===== src/rtl/db9md_pad_reader.sv =====
// DB9 Mega Drive / Genesis pad reader.
// Scans two pads through a shared 6-line port: player 1 (8 select steps),
// player 2 (8 select steps), then a long idle gap with SELECT high so that
// six-button pads drop back to their first read state. Each player's 16-bit
// button word is rewritten in a single clock once its scan completes.
module db9md_pad_reader #(
  parameter int CLK_DIV    = 400,
  parameter int IDLE_STEPS = 160
) (
  input  logic        clk,
  input  logic        reset_n,
  input  logic [5:0]  joy_in,
  output logic        joy_mdsel,
  output logic        joy_split,
  output logic [15:0] joystick1,
  output logic [15:0] joystick2
);

  localparam logic [15:0] CNT_MAX  = 16'(CLK_DIV - 1);
  localparam logic [9:0]  IDLE_MAX = 10'(IDLE_STEPS - 1);
  localparam logic [9:0]  SCAN_MAX = 10'd7;

  typedef enum logic [1:0] {PH_P1, PH_P2, PH_IDLE} phase_e;

  // input synchronizer; an all-ones line pair means "nothing pressed"
  logic [5:0]  sync1_q, sync1_d;
  logic [5:0]  sync2_q, sync2_d;
  logic [5:0]  raw;

  // scan sequencer
  phase_e      phase_q, phase_d;
  logic [9:0]  step_q, step_d;
  logic [15:0] cnt_q, cnt_d;
  logic        step_end;
  logic        sample_en;

  // registered pad control lines
  logic        mdsel_q, mdsel_d;
  logic        split_q, split_d;

  // per-step captures; only the lines the decoder looks at are kept
  logic [5:0]  cap0_q, cap0_d;   // raw[5:0] at step 0
  logic [3:0]  cap1_q, cap1_d;   // raw[5:2] at step 1
  logic [3:0]  cap5_q, cap5_d;   // raw[3:0] at step 5
  logic [3:0]  cap6_q, cap6_d;   // raw[3:0] at step 6

  // update strobe, issued the clock after the step-7 sample
  logic        upd_q, upd_d;
  logic        upd_p2_q, upd_p2_d;

  // decoded word and output registers
  logic        present;
  logic        six;
  logic [15:0] word;
  logic [15:0] joy1_q, joy1_d;
  logic [15:0] joy2_q, joy2_d;

  assign raw = ~sync2_q;

  // synchronizer next values
  always_comb begin
    sync1_d = joy_in;
    sync2_d = sync1_q;
  end

  // synchronizer flops, idle-high so raw reads as released during reset
  always_ff @(posedge clk or negedge reset_n) begin
    if (!reset_n) begin
      sync1_q <= 6'h3F;
      sync2_q <= 6'h3F;
    end else begin
      sync1_q <= sync1_d;
      sync2_q <= sync2_d;
    end
  end

  // sequencer state register
  always_ff @(posedge clk or negedge reset_n) begin
    if (!reset_n) begin
      phase_q <= PH_P1;
      step_q  <= '0;
      cnt_q   <= '0;
    end else begin
      phase_q <= phase_d;
      step_q  <= step_d;
      cnt_q   <= cnt_d;
    end
  end

  // sequencer next state: steps advance only when the step counter wraps
  always_comb begin
    step_end = (cnt_q == CNT_MAX);
    cnt_d    = step_end ? 16'd0 : 16'(cnt_q + 16'd1);
    phase_d  = phase_q;
    step_d   = step_q;
    if (step_end) begin
      step_d = 10'(step_q + 10'd1);
      case (phase_q)
        PH_P1: begin
          if (step_q == SCAN_MAX) begin
            phase_d = PH_P2;
            step_d  = '0;
          end
        end
        PH_P2: begin
          if (step_q == SCAN_MAX) begin
            phase_d = PH_IDLE;
            step_d  = '0;
          end
        end
        PH_IDLE: begin
          if (step_q == IDLE_MAX) begin
            phase_d = PH_P1;
            step_d  = '0;
          end
        end
        default: begin
          phase_d = PH_P1;
          step_d  = '0;
        end
      endcase
    end
  end

  // pad control lines derived from the state being entered, so they only
  // move on the wrap clock; SELECT is high on even scan steps and in idle
  always_comb begin
    mdsel_d = 1'b1;
    split_d = 1'b0;
    case (phase_d)
      PH_P1:   mdsel_d = ~step_d[0];
      PH_P2: begin
        mdsel_d = ~step_d[0];
        split_d = 1'b1;
      end
      default: mdsel_d = 1'b1;
    endcase
  end

  // pad control output flops
  always_ff @(posedge clk or negedge reset_n) begin
    if (!reset_n) begin
      mdsel_q <= 1'b1;
      split_q <= 1'b0;
    end else begin
      mdsel_q <= mdsel_d;
      split_q <= split_d;
    end
  end

  // capture raw on the last clock of each scan step, and arm the update
  // strobe once step 7 has been sampled
  always_comb begin
    sample_en = step_end && (phase_q != PH_IDLE);
    cap0_d    = cap0_q;
    cap1_d    = cap1_q;
    cap5_d    = cap5_q;
    cap6_d    = cap6_q;
    if (sample_en) begin
      case (step_q[2:0])
        3'd0:    cap0_d = raw;
        3'd1:    cap1_d = raw[5:2];
        3'd5:    cap5_d = raw[3:0];
        3'd6:    cap6_d = raw[3:0];
        default: ;
      endcase
    end
    upd_d    = sample_en && (step_q == SCAN_MAX);
    upd_p2_d = (phase_q == PH_P2);
  end

  // capture registers and update strobe
  always_ff @(posedge clk or negedge reset_n) begin
    if (!reset_n) begin
      cap0_q   <= '0;
      cap1_q   <= '0;
      cap5_q   <= '0;
      cap6_q   <= '0;
      upd_q    <= 1'b0;
      upd_p2_q <= 1'b0;
    end else begin
      cap0_q   <= cap0_d;
      cap1_q   <= cap1_d;
      cap5_q   <= cap5_d;
      cap6_q   <= cap6_d;
      upd_q    <= upd_d;
      upd_p2_q <= upd_p2_d;
    end
  end

  // decode captured steps into the button word
  // Left+Right both asserted on step 1 is the MD pad signature; all four
  // direction lines low on step 5 identifies a six-button pad, whose step 6
  // carries Z/Y/X/Mode on the direction lines.
  always_comb begin
    present     = cap1_q[0] & cap1_q[1];
    six         = (cap5_q == 4'hF);
    word        = '0;
    word[0]     = cap0_q[3];          // R
    word[1]     = cap0_q[2];          // L
    word[2]     = cap0_q[1];          // D
    word[3]     = cap0_q[0];          // U
    word[4]     = cap0_q[4];          // B
    word[5]     = cap0_q[5];          // C
    word[6]     = cap1_q[2];          // A
    word[7]     = cap1_q[3];          // Start
    if (six) begin
      word[8]   = cap6_q[3];          // Mode
      word[9]   = cap6_q[2];          // X
      word[10]  = cap6_q[1];          // Y
      word[11]  = cap6_q[0];          // Z
    end
    if (!present) word = '0;
  end

  // output words load in one clock for the player just scanned
  always_comb begin
    joy1_d = joy1_q;
    joy2_d = joy2_q;
    if (upd_q) begin
      if (upd_p2_q) joy2_d = word;
      else          joy1_d = word;
    end
  end

  // output word flops
  always_ff @(posedge clk or negedge reset_n) begin
    if (!reset_n) begin
      joy1_q <= '0;
      joy2_q <= '0;
    end else begin
      joy1_q <= joy1_d;
      joy2_q <= joy2_d;
    end
  end

  assign joy_mdsel = mdsel_q;
  assign joy_split = split_q;
  assign joystick1 = joy1_q;
  assign joystick2 = joy2_q;

endmodule


===== config.mk =====
export PLATFORM = sky130hd
export DESIGN_NAME = db9md_pad_reader
export DESIGN_NICKNAME = d
export VERILOG_FILES = /design/src/rtl/db9md_pad_reader.sv
export SDC_FILE = /design/constraint.sdc
export NUM_CORES = 1
export LEC_CHECK = 0
export ABC_AREA = 1
export CAP_MARGIN = 20
export CORE_ASPECT_RATIO = 1.5
export CORE_MARGIN = 3
export CORE_UTILIZATION = 57
export CTS_CLUSTER_SIZE = 14
export DETAILED_ROUTE_END_ITERATION = 7
export DONT_BUFFER_PORTS = 1
export PLACE_DENSITY = 0.87
export SKIP_CTS_REPAIR_TIMING = 1
export SLEW_MARGIN = 20
export SYNTH_ARGS = -nofsm -noshare
export SYNTH_HDL_FRONTEND = slang
export SYNTH_SLANG_ARGS = --single-unit

===== constraint.sdc =====
create_clock -name clk -period 1.4 [get_ports clk]
set_input_delay 0.42 -clock clk [delete_from_list [all_inputs] [get_ports clk]]
set_output_delay 0.42 -clock clk [all_outputs]
set_load 0.02 [all_outputs]

-- Yosys cells after proc, flatten, opt, wreduce, memory -nomap -nowiden
Cells that the tools add are included.
- equal/unequal tests: 11
- shift operators: 0
- reduce and logical (&&, ||, !) cells: 13
- order comparisons: 0
- div/mod/pow operators: 0
- bitwise operators: 4
- add/sub/neg operators: 2
- multiply operators: 0
- multiplexer cells: 14
- operators by type and width (kind ; count):
    2-to-1 mux 10 bit ; 2
    case mux 10 bit (2 select lines) ; 1
    adder 16 x 1 -> 16 bit, second input constant ; 1
    == test 16 x 9 -> 1 bit, second input constant ; 1
    2-to-1 mux 16 bit ; 1
    2-to-1 mux 12 bit ; 1
    AND reduction 2 bit ; 6
    adder 10 x 1 -> 10 bit, second input constant ; 1
    == test 10 x 3 -> 1 bit, second input constant ; 1
    == test 10 x 8 -> 1 bit, second input constant ; 1
    2-to-1 mux 2 bit ; 4
    == test 3 bit, second input constant ; 2
    NOT 6 bit ; 1
    case mux 2 bit (3 select lines) ; 1
    == test 2 x 1 -> 1 bit, second input constant ; 2
    == test 4 bit, second input constant ; 1
    logical NOT 2 bit ; 2
    2-to-1 mux 4 bit ; 1
    OR reduction 2 bit ; 2
    == test 3 x 1 -> 1 bit, second input constant ; 1
    logical NOT 3 bit ; 1
    2-to-1 mux 1 bit ; 3
    == test 2 bit, second input constant ; 1
    logical AND 1 bit ; 2
    other kinds (3) ; 4
- latch bits: 0
- word-level logic and storage cells: 60
- memories: 0
- output and inout port bits: 34
- input bits: 8
- register bits after elaboration: 94
- ROM bits: 0
- memory bits (writable): 0

-- Logic depth before layout (Yosys ltp)
- depth in word-level cells: 7
- gate-level depth with buffers: 11
- mapped depth without buffers: 10

-- Worst setup path before layout
OpenSTA, ideal clock, no wires.
- path type: register -> register
- from: reg cnt_q[0]
- to: reg split_q, in the netlist joy_split
- library setup time: 113 ps
- path slack: -97 ps
- cell stages (with the launch flop): 12
- data arrival time: 1384 ps
- path buffers: 1
- required time: 1287 ps
- clock period less this slack: 1497 ps
- path through: dfrtp_1 ha_1 nand2_1 nor2_4 nand3_2 nor2_4 buf_12 inv_4 nand2_1 nand2_1 nand2_1 inv_1
- word-level cells in the longest chain between the ends: 4
- ends and longest elaborated chain (item ; RTL line ; RTL):
    start, declared ; 33 ; logic [15:0] cnt_q, cnt_d;
    start signal, assigned ; 86 ; cnt_q <= cnt_d;
    == test 16 x 9 -> 1 bit ; 92 ; step_end = (cnt_q == CNT_MAX);
    2-to-1 mux 2 bit ; 96 ; if (step_end) begin
    == test 2 x 1 -> 1 bit ; 130 ; case (phase_d)
    2-to-1 mux 1 bit ; 130 ;
    named net split_d ; 39 ; logic split_q, split_d;
    end signal, assigned ; 147 ; split_q <= split_d;
    end, declared ; 39 ;
The timed path passes the listed nets, and every way through them passes these cells.
A chain may end at the register's enable or synchronous reset.

-- Worst setup path in the final report
- from: reg cnt_q[0]
- to: reg step_q[1]
- word-level cells in the longest chain between the ends: 1
- ends and longest elaborated chain (item ; RTL line ; RTL):
    == test 16 x 9 -> 1 bit ; 92 ;
    end signal, assigned ; 85 ; step_q <= step_d;
    end, declared ; 32 ; logic [9:0] step_q, step_d;
No other way between the ends.

==> results by stage <==
Outcome:
- The run finished, with violations left.
- The checks that failed: hold timing, setup timing.

CTS:
- Counting the buffers created by CTS gives 9.
- The clock tree root driver cell is clkbuf_8.
- The clock drives 86 sinks.
- The TritonCTS clock tree is done.
- The clock latency on the worst-skew pair is 0.36 ns.
- The H-tree generated during clock tree synthesis spans 3 levels.
- The clock transition at the registers of the reported paths is 0.10 ns.
- Counting along the longest clock path gives a buffer depth of 2.

Synthesis:
- The dominant cell by count in the synthesized netlist is nand2_1.
- The most used flip-flop cell after synthesis is dfrtp_1.
- The synthesized cell area is 3805 um2.
- The commonest cells after synthesis are nand2_1 (120), dfrtp_1 (73), inv_1 (39), o21ai_0 (35), nor2_1 (34).
- After technology mapping, the gate count stands at 425.
- The flip-flop and latch count after synthesis is 86.
- Summed over all instances, the cell type with the most area after synthesis is dfrtp_1.
- Of the post-synthesis cell area, the dominant cell type holds 0.4801.
- The share of the Yosys chip area taken by registers is 0.5699.
- The share of synthesized flip-flops with an asynchronous set or reset is 1.000.
- The yosys synthesis warning count is 0.
- Counting distinct cell types in the post-synthesis netlist gives 27.
- The count of flip-flops with a built-in enable after synthesis is 0.
- After synthesis, the mean cell area works out to 8.953 um2.
- Ranked by total cell area, the synthesized netlist is headed by dfrtp_1 (48%), nand2_1 (12%), dfstp_2 (9.0%).

Die:
- The number of I/O pins is 42.
- Row generation in the floorplan step produced 35 rows.
- The total area inside the core boundary comes to 6306 um2.
- The initial utilization of the core area, before any placement, comes to 0.6034.
- The die covers 7712 um2.
- Measured along the x axis, the die boundary spans 72.71 um.
- The overall die height is 106.1 um.

Placed design:
- The number of placed instances with taps included is 521.
- Summing all placed instances gives a cell area of 4095 um2.
- The congestion estimate from routability-driven global placement came to 0.8536.
- The worst slack at placement is -0.1404 ns.
- The count of buffers added on input and output ports is 0.
- The detailed placer's ending HPWL is 5.119 mm.

Routing:
- The total wire length after detailed routing is 8.195 mm.
- For this run, design rule violations remaining after detail routing come to 0.
- Dividing the detail-routed via count by the number of cells gives 5.464.
- In this run, the number of DRC markers left after iteration 0 of detailed routing was 253.
- In the final routed layout, each cell accounts on average for 14.98 um.
- The count of vias placed by the detailed router is 2989.
- The first TritonRoute pass finished after 6 iterations.
- The final antenna-violating net count is 0.

Setup path:
- Along the worst path, the maximum fanout reaches 6.
- The required time at the endpoint of the critical path is 1.68 ns.
- The flop-to-flop setup slack is -0.28 ns.
- The data arrival at the endpoint of the critical path is 1.96 ns.
- STA classifies the critical path startpoint as a register.
- STA classifies the critical path endpoint as a register.
- The most critical setup path has its startpoint at cnt_q[0].
- The reg-to-reg critical path startpoint is cnt_q[0].
- The number of cells on the worst reg-to-reg path is 10.
- The category of the most critical setup path is reg2reg.

Timing:
- The worst hold slack across all endpoints is -0.2605 ns.
- The upper clock frequency limit is 596.8 MHz.
- Subtracting the final worst setup slack from the clock period gives 1.676 ns.
- Setup violations remaining at the end of the flow were counted as 41.
- On the final layout, the worst clock skew is 0.01415 ns.
- Setup total negative slack on the finished layout was measured at -6.833 ns.
- The period utilization is 1.197.
- The number of pins exceeding their max-slew limit in the final report came to 0.
- The final setup slack of the worst path is -0.2756 ns.
- Setup repair after global routing could not meet its margin everywhere.
- The final count of hold timing violations is 86.

Pwr:
- The design draws 4.549 mW.
- Summed over all cells, the static leakage comes to 2.195 nW.
- The peak supply drop is 0.7907 mV.
- The power density relative to cell area is 999.1 nW/um2.

Final layout:
- The layout has 434 filler cells.
- The number of diodes is 0.
- Of the cells placed in the final design, the portion with a size suffix greater than 1 is 0.2410.
- The core occupancy in the finished layout is 0.7220.
- The net count of the finished layout is 481.
- Once layout is complete, the cells apart from fillers number 547.
- The area of all placed cells without fillers is 4553 um2.
- From synthesis to final layout, the design area changed by 19.66%.

GRT:
- Entering global routing, the biggest net connects 87 pins.
- The first global-routing pass estimated 12.19 mm of wire.
- The via count of the first global-routing pass is 2760.
- The total overflow left after global routing is 0.
- The number of antenna violations at the first check in global routing is 0.
- In the global route stage, overall resource usage came out at 0.1996.

Worst hold path:
- The min-delay analysis places its worst path in the category in2async.

Flow run:
- The max capacitance violation total is 0.
[layout make-up]
type | count | area [um2] | area share
Sequential cell | 86 | 2168 | 0.4762
Clock inverter | 7 | 111.4 | 0.02446
Tap cell | 74 | 92.59 | 0.02034
Multi-Input combinational cell | 283 | 1513 | 0.3322
Clock buffer | 9 | 123.9 | 0.02721
Inverter | 45 | 176.4 | 0.03875
Timing Repair Buffer | 43 | 367.9 | 0.08079
[where the power goes]
group	internal (mW)	switching, mW
registers	2.51	0.0121
logic	0.0000137	0.0192
clock network	1.05	0.949
[placed cells by master (no fill, tap or decap), types with 4 or more instances in the layout]
cell type    n
buf_4       37
buf_6        4
clkbuf_8     9
conb_1       8
dfrtp_1     73
dfstp_2     13
inv_1       39
inv_2        5
inv_8        4
nand2_1    110
nand2_2      8
nand3_1     22
nand3_2      4
nand3_4      5
nand4_1      4
nor2_1      30
nor2_4       5
nor3_1       4
o21ai_0     28
o21ai_1     23
xor2_1       8
[worst paths after layout]
check | endpoint
max | step_q[1]
min reg2reg | sync2_q[1]
min in group clk | sync1_q[5]
max reg2reg | step_q[1]
min | joystick2[6]
max in group asynchronous | joy_mdsel
[metal layers]
metal  GRT usage  routed length [um]
met1      0.2349                3117
met2      0.3495                4490
met3     0.04447                 367
met4     0.07124                 219
met5           0                   0
[logic make-up after synthesis]
family                   count (synthesis)  share of synthesized area
AND/OR/NAND/NOR                        201                     0.2341
flip-flops                              86                     0.5699
buffers and inverters                   64                    0.07826
AO/OA/AOI/OAI                           59                    0.07958
XOR/XNOR                                 9                    0.02072
adder cells (fa/ha/maj)                  5                    0.01644
other                                    1                  0.0009856
[worst max-delay path, cell delays in order (launching register included)]
cell     delay [ns]
dfrtp_1        0.37
ha_2           0.19
nand2_2        0.07
nor2_4         0.12
nand3_2        0.09
nor2_4         0.19
buf_6          0.13
buf_12         0.12
buf_4          0.12
nand3_1        0.09
o21ai_1        0.10
[flip-flops by register name, indices dropped and copies added (netlist names)]
name and flops:
cap0_q 6, cap1_q 4, cap5_q 4, cap6_q 4, cnt_q 16, joy_mdsel 1
joy_split 1, joystick1 12, joystick2 12, phase_q 2, step_q 10, sync1_q 6
sync2_q 6, upd_p2_q 1, upd_q 1
(Power assumes the default switching activity.)
